[config.mk]
export PLATFORM = sky130hd
export DESIGN_NAME = bus_gnrtr_n_rbtr_flat
export DESIGN_NICKNAME = d
export VERILOG_FILES = /design/src/rtl/bus_gnrtr_n_rbtr_if.sv /design/src/rtl/bus_gnrtr_n_rbtr.sv /design/src/flat_wrapper.sv
export SDC_FILE = /design/constraint.sdc
export NUM_CORES = 1
export LEC_CHECK = 0
export ABC_AREA = 1
export BUFFER_PORTS_ARGS = -buffer_cell sky130_fd_sc_hd__buf_4
export CAP_MARGIN = 20
export CORE_AREA = 4 4 125 67
export CTS_CLUSTER_SIZE = 30
export DETAILED_ROUTE_END_ITERATION = 6
export DIE_AREA = 0 0 129 71
export GPL_ROUTABILITY_DRIVEN = 0
export GPL_TIMING_DRIVEN = 0
export PLACE_DENSITY = 0.76
export SLEW_MARGIN = 10
export SYNTH_ARGS = -nofsm -noshare
export SYNTH_HDL_FRONTEND = slang
export SYNTH_SLANG_ARGS = --single-unit
[constraint.sdc]
create_clock -name clk -period 1.8 [get_ports clk]
set_clock_uncertainty 0.15 [all_clocks]
set_input_delay 0.45 -clock clk [delete_from_list [all_inputs] [get_ports clk]]
set_output_delay 0.45 -clock clk [all_outputs]
set_load 0.05 [all_outputs]
[src/rtl/bus_gnrtr_n_rbtr_if.sv]
// Driver-side bundle of the bus generator/arbiter: FIFO status and head packets in, pop/push strobes and delivered packets out.
interface bus_gnrtr_n_rbtr_if #(
  parameter int bits    = 1,
  parameter int drvrs   = 4,
  parameter int pckg_sz = 16
);
  logic [bits-1:0][drvrs-1:0]              pndng;
  logic [bits-1:0][drvrs-1:0][pckg_sz-1:0] D_pop;
  logic [bits-1:0][drvrs-1:0]              pop;
  logic [bits-1:0][drvrs-1:0]              push;
  logic [bits-1:0][drvrs-1:0][pckg_sz-1:0] D_push;

  modport master (output pndng, D_pop, input pop, push, D_push);
  modport slave  (input pndng, D_pop, output pop, push, D_push);
endinterface

[src/rtl/bus_gnrtr_n_rbtr.sv]
// Per-bus round-robin arbiter: pops one packet from the winning driver FIFO and delivers it by destination ID.
// Macro BUS_BROADCAST_EN enables delivery of the broadcast ID to every driver except the source.
module bus_gnrtr_n_rbtr #(
  parameter int         bits      = 1,
  parameter int         drvrs     = 4,
  parameter int         pckg_sz   = 16,
  parameter logic [7:0] broadcast = 8'hFF
) (
  input  logic              clk,
  input  logic              reset,
  bus_gnrtr_n_rbtr_if.slave bus
);
  localparam int PW = (drvrs > 1) ? $clog2(drvrs) : 1;

  typedef enum logic [1:0] {IDLE, POP, PUSH, GAP} state_t;

  state_t             st  [bits];
  logic [PW-1:0]      ptr [bits];
  logic [pckg_sz-1:0] pkt [bits];
`ifdef BUS_BROADCAST_EN
  logic [PW-1:0]      src [bits];
`endif
  logic [bits-1:0][drvrs-1:0]              pop_q;
  logic [bits-1:0][drvrs-1:0]              push_q;
  logic [bits-1:0][drvrs-1:0][pckg_sz-1:0] dpush_q;

  // First pending driver at or above the pointer, wrapping around.
  function automatic logic [PW-1:0] pick(input logic [drvrs-1:0] req, input logic [PW-1:0] p);
    logic [PW-1:0] w;
    logic          found;
    int            idx;
    w     = '0;
    found = 1'b0;
    for (int k = 0; k < drvrs; k++) begin
      idx = (int'(p) + k) % drvrs;
      if (!found && req[idx]) begin
        w     = PW'(idx);
        found = 1'b1;
      end
    end
    return w;
  endfunction

  function automatic logic [PW-1:0] nxt(input logic [PW-1:0] w);
    return PW'((int'(w) + 1) % drvrs);
  endfunction

  function automatic logic [drvrs-1:0] onehot(input logic [PW-1:0] w);
    logic [drvrs-1:0] v;
    for (int i = 0; i < drvrs; i++) v[i] = (int'(w) == i);
    return v;
  endfunction

`ifdef BUS_BROADCAST_EN
  function automatic logic hit(input logic [7:0] d, input logic [PW-1:0] s, input int i);
    if (d == broadcast) return (i != int'(s));
    return (int'(d) < drvrs) && (int'(d) == i);
  endfunction
`else
  // Broadcast ID is just another invalid destination here.
  function automatic logic hit(input logic [7:0] d, input int i);
    return (d != broadcast) && (int'(d) < drvrs) && (int'(d) == i);
  endfunction
`endif

  always_ff @(posedge clk or negedge reset) begin
    if (!reset) begin
      for (int b = 0; b < bits; b++) begin
        st[b]  <= IDLE;
        ptr[b] <= '0;
        pkt[b] <= '0;
`ifdef BUS_BROADCAST_EN
        src[b] <= '0;
`endif
      end
      pop_q   <= '0;
      push_q  <= '0;
      dpush_q <= '0;
    end else begin
      for (int b = 0; b < bits; b++) begin
        case (st[b])
          // Grant: latch winner's head packet and strobe its FIFO pop.
          IDLE: begin
            if (|bus.pndng[b]) begin
              pkt[b]   <= bus.D_pop[b][pick(bus.pndng[b], ptr[b])];
`ifdef BUS_BROADCAST_EN
              src[b]   <= pick(bus.pndng[b], ptr[b]);
`endif
              pop_q[b] <= onehot(pick(bus.pndng[b], ptr[b]));
              ptr[b]   <= nxt(pick(bus.pndng[b], ptr[b]));
              st[b]    <= POP;
            end
          end
          // Deliver: decode destination, packet goes out on every lane.
          POP: begin
            pop_q[b] <= '0;
            for (int i = 0; i < drvrs; i++) begin
`ifdef BUS_BROADCAST_EN
              push_q[b][i] <= hit(pkt[b][pckg_sz-1 -: 8], src[b], i);
`else
              push_q[b][i] <= hit(pkt[b][pckg_sz-1 -: 8], i);
`endif
              dpush_q[b][i] <= pkt[b];
            end
            st[b] <= PUSH;
          end
          PUSH: begin
            push_q[b] <= '0;
            st[b]     <= GAP;
          end
          // Idle cycle lets the FIFO's pndng reflect the pop before re-arbitrating.
          GAP:     st[b] <= IDLE;
          default: st[b] <= IDLE;
        endcase
      end
    end
  end

  assign bus.pop    = pop_q;
  assign bus.push   = push_q;
  assign bus.D_push = dpush_q;
endmodule

[src/flat_wrapper.sv]
// flat-port wrapper written by rule: the top's interface ports become plain ports
module bus_gnrtr_n_rbtr_flat 
#(
  parameter int         bits      = 1,
  parameter int         drvrs     = 4,
  parameter int         pckg_sz   = 16,
  parameter logic [7:0] broadcast = 8'hFF
)
  (clk, reset, bus_pndng, bus_D_pop, bus_pop, bus_push, bus_D_push);
  bus_gnrtr_n_rbtr_if #(.bits(bits), .drvrs(drvrs), .pckg_sz(pckg_sz)) bus_i ();
  input  logic clk;
  input  logic reset;
  input wire logic [$bits(bus_i.pndng)-1:0] bus_pndng;
  input wire logic [$bits(bus_i.D_pop)-1:0] bus_D_pop;
  output wire logic [$bits(bus_i.pop)-1:0] bus_pop;
  output wire logic [$bits(bus_i.push)-1:0] bus_push;
  output wire logic [$bits(bus_i.D_push)-1:0] bus_D_push;
  assign bus_i.pndng = bus_pndng;
  assign bus_i.D_pop = bus_D_pop;
  assign bus_pop = bus_i.pop;
  assign bus_push = bus_i.push;
  assign bus_D_push = bus_i.D_push;
  bus_gnrtr_n_rbtr #(.bits(bits), .drvrs(drvrs), .pckg_sz(pckg_sz), .broadcast(broadcast)) u_core (.clk(clk), .reset(reset), .bus(bus_i));
endmodule
### Word level (Yosys, flattened, before mapping)

Index checks and enable logic that the tools add are counted.

* bits in latches: 0
* bits of input ports: 70
* word-level logic and storage cells: 85
* bits in writable memories: 0
* output and inout port bits: 72
* memory bits (read-only): 0
* memories kept: 0
* bits in registers: 44

* equal/unequal tests: 11
* div/mod/pow operators: 0
* muxes and demuxes: 33
* shift-type cells: 0
* add/subtract/negate cells: 4
* multipliers: 0
* magnitude comparators: 6
* reduce and logical (&&, ||, !) cells: 22
* bitwise operators: 3

Operators by type and width (number)
* $bmux W16 S2: 1
* $eq A8 B3 Y1 const B: 2
* $mux W1: 16
* $mux W16: 1
* $pmux W4 S2: 2
* $mux W2: 7
* $lt A3 B4 Y1 const B: 3
* $bmux W1 S2: 4
* $eq A2 B2 Y1 const B: 4
* $eq A8 B2 Y1 const B: 1
* $logic_and A1 B1 Y1: 8
* $logic_not A8 Y1: 1
* $lt A8 B3 Y1 const B: 1
* $ne A8 B8 Y1 const B: 1
* $pmux W2 S4: 1
* $lt A2 B3 Y1 const B: 2
* $reduce_or A2 Y1: 3
* $add A2 B1 Y2 const B: 2
* $add A2 B2 Y2 const B: 2
* $eq A2 B1 Y1 const B: 2
* $logic_not A2 Y1: 2
* $mux W4: 1
* $reduce_and A2 Y1: 2
* $reduce_bool A2 Y1: 2
* 4 further kinds: 8

### Depth between registers and ports, before layout

* depth after elaboration: 23
* gate-level depth with buffers: 17
* gate-level depth less buffers: 16

### Worst setup path before layout

No wires, ideal clock.

* kind: register to register
* start point: register u_core.ptr[0] (netlist name)
* end point: register u_core.pkt[10] (netlist name)
* stages on the path, launching flop included: 14
* data arrival time: 1.626 ns
* library setup time: 0.117 ns
* path slack: -0.092 ns
* period minus slack after synthesis: 1.892 ns
* cells stage by stage: dfrtp_1 -> buf_4 -> nand2_1 -> nand3_1 -> nand2_2 -> inv_2 -> nand3_2 -> nor2_4 -> nand3b_2 -> buf_2 -> nand2_1 -> nand2_1 -> nand2_1 -> nand2_1

* word-level cells in the longest chain between the ends: 22

Ends and longest elaborated chain
* start: declaration: RTL line bus_gnrtr_n_rbtr.sv:18 `logic [PW-1:0] ptr [bits];`
* start signal: indexed assignment: RTL line bus_gnrtr_n_rbtr.sv:90 `ptr[b] <= nxt(pick(bus.pndng[b], ptr[b]));`
* $bmux W1 S2: RTL line bus_gnrtr_n_rbtr.sv:36 `if (!found && req[idx]) begin`
* $mux W1 (implied by the code): RTL line bus_gnrtr_n_rbtr.sv:36
* $mux W1: RTL line bus_gnrtr_n_rbtr.sv:36
* $mux W1: RTL line bus_gnrtr_n_rbtr.sv:84 `if (|bus.pndng[b]) begin`
* $mux W1: RTL line bus_gnrtr_n_rbtr.sv:81 `case (st[b])`
* $logic_not A1 Y1: RTL line bus_gnrtr_n_rbtr.sv:36
* $logic_and A1 B1 Y1: RTL line bus_gnrtr_n_rbtr.sv:36
* $mux W1: RTL line bus_gnrtr_n_rbtr.sv:36
* [6 not listed]
* $mux W1: RTL line bus_gnrtr_n_rbtr.sv:81
* $logic_not A1 Y1: RTL line bus_gnrtr_n_rbtr.sv:36
* $logic_and A1 B1 Y1: RTL line bus_gnrtr_n_rbtr.sv:36
* $mux W2 (*): RTL line bus_gnrtr_n_rbtr.sv:36
* $mux W2 (*): RTL line bus_gnrtr_n_rbtr.sv:84
* $mux W2 (*): RTL line bus_gnrtr_n_rbtr.sv:81
* $bmux W16 S2 (*): RTL line bus_gnrtr_n_rbtr.sv:85 `pkt[b] <= bus.D_pop[b][pick(bus.pndng[b], ptr[b])];`
* $mux W16 (implied by the code) (*): RTL line bus_gnrtr_n_rbtr.sv:85
* end signal: indexed assignment: RTL line bus_gnrtr_n_rbtr.sv:85
* end: declaration: RTL line bus_gnrtr_n_rbtr.sv:19 `logic [pckg_sz-1:0] pkt [bits];`

Every way passes the cells marked *; elsewhere a longest branch is shown, timed or not. The select of a mux whose other input is x is not followed.
A chain may end at the register's enable or synchronous reset.

### Final worst setup path

* start point: register u_core.ptr[0] (netlist name)
* end point: register u_core.pkt[3] (netlist name)

The elaborated chain is that of the path after synthesis.

==> impl_results.md <==
- Commonest non-fill, non-tap cells in the layout: nand2_1, buf_4, dfrtp_1
- Delay-heaviest family, CP: simple AND/OR/NAND/NOR gates
- Total core area: 7210 sq um
- Overall die area: 9160 sq um
- Dpl hpwl: ~6.9 mm
- N_diodes: 0
- Worst Setup End Kind: register
- Fin area: a little under 5000 sq um
- Crit path cell chain: buf_6, nand2_2, nand2_4, nand2_4, nand2_4, nor2_4, nand4_4, nand2_8, buf_4, nand2_1, nand2_1, nand2_1, nand2_1, nand2_1, nand2_1
- Initial Util: approximately 43%
- Cts hold-fix bufs: 0
- CP Buf/Inv Count: 2
- Critical-path cell with the highest stage delay: dfrtp_2
- Final hold vios: 0
- Post-DRT Antenna Nets: 0
- Most Frequent Cell on Critical Path: nand2_1
- Grt total ovfl: 0
- CTS tree: built
- Crit Path Category: register to register
- Outcome: finished with violations
- Synthesized flop and latch total: 44
- Final net count: 701
- Final setup viols: 22
- Pin count of the biggest net entering global routing: between 40 and 50
- Die width: about 130 um
- Total of max-cap violations: 0
- Final wirelength: approximately 9.8 mm
- H-tree levels: 2
- Cell Area, Placed: 4300 sq um
- Vias in the first global route: 3065
- First-pass GRT wire length: 15.2 mm
- Vias: 3387
- Synth warn: 0
- RSZ-0062 raised after global routing: true
- Clock Latency Late Sink: 0.28 ns
- Max Freq: around 460 MHz
- Slew headroom: a little under two thirds
- Count of pins over their slew limit: 0
- CTS Root Cell: clkbuf_16
- Die height: between 70 and 80 um
- Number of I/O pins: approximately 140
- Violated checks: negative setup slack
- Synthesized area per cell: between 6 and 7 sq um
- Hold WS: 0.00249 ns
- WL/cell: roughly 13 um
- Post-synthesis cell type count: 26
- 1st-iter DRT viols: 330
- Mapped Nets: 534
- Seq/Total Area, Yosys: roughly 36%
- Crit-path max cell delay: 0.45 ns
- Cell area after synthesis: roughly 3100 sq um
- Vias/cell: about 4.7
- CTS buffer count: 5
- Fill cell count: between 600 and 700
- Crit-path max FO: 8
- Final period util: 122%
- Reg clk slew, reported paths: approximately 0.060 ns
- Commonest non-fill, non-tap cell in the layout: nand2_1
- Required @ worst endpoint: around 1.9 ns
- Post-Synthesis Cells: 460
- Drt pass-1 iters: 5
- Layout cells sized above 1: between 40% and 50%
- I/O Buffers: 141
- Crit path launch type: register
- Worst-margin pin slew: ~0.54 ns
- Num rows: 22
- Final worst path period need: 2.19 ns
- Critical path arrival: roughly 2.3 ns
- Hold crit path type: input pin to asynchronous set/reset pin
- Worst slack, placed: -0.530 ns
- DRC violations left: 0
- Total track usage: 20.3%
- Area grow syn2layout: 57.4%
- Final WS setup: -0.391 ns
- Clock Path Buffers: 2
- Antenna violations before repair: 0
- # clock sinks: 44
-- worst paths after layout --
path                                             from                                end  slack, ns  cells after the start
setup / recovery            u_core.ptr[0]$_DFFE_PN0P_          u_core.pkt[3]$_DFFE_PN0P_      -0.39                     15
hold / removal                                  reset  u_core.bus.D_push[17]$_DFFE_PN0P_      0.002                      1
setup reg to reg            u_core.ptr[0]$_DFFE_PN0P_          u_core.pkt[3]$_DFFE_PN0P_      -0.39                     15
hold reg to reg            u_core.pkt[10]$_DFFE_PN0P_         u_core.pkt[10]$_DFFE_PN0P_       0.32                      2
max in group asynchronous                       reset          u_core.ptr[1]$_DFFE_PN0P_       1.09                      1
min in group clk           u_core.pkt[10]$_DFFE_PN0P_         u_core.pkt[10]$_DFFE_PN0P_       0.32                      2
-- registers in the layout (all words and copies together), names as in the netlist --
name               count
u_core.bus.D_push     16
u_core.bus.push        4
u_core.st              2
u_core.bus.pop         4
u_core.ptr             2
u_core.pkt            16
-- area by class of cell --
| class | instances | area, sq um | share of cell area, % |
|---|---|---|---|
| multi-input combinational | 326 | 1570 | 32.4 |
| timing repair buffer | 159 | 1260 | 25.9 |
| sequential | 44 | 1100 | 22.8 |
| buffer | 66 | 515 | 10.6 |
| clock buffer | 6 | 139 | 2.87 |
| tap | 96 | 120 | 2.48 |
| inverter | 25 | 101 | 2.09 |
| clock inverter | 2 | 38.8 | 0.801 |
-- cell usage after synthesis --
cell | instances | share of area, %
ha_1 | 4 | 1.6
clkinv_1 | 1 | 0.12
o22ai_1 | 4 | 0.81
nand4_1 | 2 | 0.41
buf_2 | 8 | 1.3
nor2_4 | 2 | 0.73
buf_4 | 50 | 12
nand4_2 | 1 | 0.41
o21a_2 | 1 | 0.28
nor2_2 | 1 | 0.20
dfrtp_1 | 44 | 36
nor2_1 | 1 | 0.12
o21ai_1 | 2 | 0.33
buf_6 | 3 | 1.1
nand3b_2 | 1 | 0.37
nand3_1 | 38 | 6.2
nand2_4 | 1 | 0.37
o21ai_0 | 15 | 2.4
nand2_1 | 243 | 30
inv_2 | 4 | 0.49
nand3_2 | 2 | 0.65
clkbuf_1 | 5 | 0.61
inv_1 | 20 | 2.4
nor3_1 | 1 | 0.16
nor4_1 | 1 | 0.20
nand2_2 | 5 | 1.0
-- through the flow --
step                      setup TNS, ns  cells  util, %
after global routing              -9.09    724     67.2
final                             -6.88    724     67.2
after global placement            -9.43    697     59.6
after floorplan                  -0.510    460        -
after CTS                         -4.96    721     64.9
after detailed placement          -9.46    697     59.6
-- what timing repair did --
item | in CTS | in global routing
pin swaps | 10 | 20
gates cloned | 4 | 2
buffers inserted | 12 | 1
gates resized for setup | 23 | 29
endpoints found under the setup margin | 22 | 22
-- kinds of logic after synthesis --
kind of cell	after synthesis	share of synthesized area, %
AO/OA/AOI/OAI	22	3.86
adder cells (fa/ha/maj)	4	1.63
flip-flops	44	35.8
buffers and inverters	91	18.3
AND/OR/NAND/NOR	299	40.5
-- layer usage --
| metal | GRT usage, % | up-vias | part of all wire [%] |
|---|---|---|---|
| met5 | 0 | - | 0 |
| li1 | - | 1712 | - |
| met4 | 3.84 | 0 | 1.2 |
| met3 | 2.64 | 11 | 6.4 |
| met1 | 28.9 | 1540 | 45 |
| met2 | 33.3 | 124 | 47 |
Power is left out: the tool's default activity adds up to more than one toggle a clock period on the data nets, which glitch-free logic cannot reach.
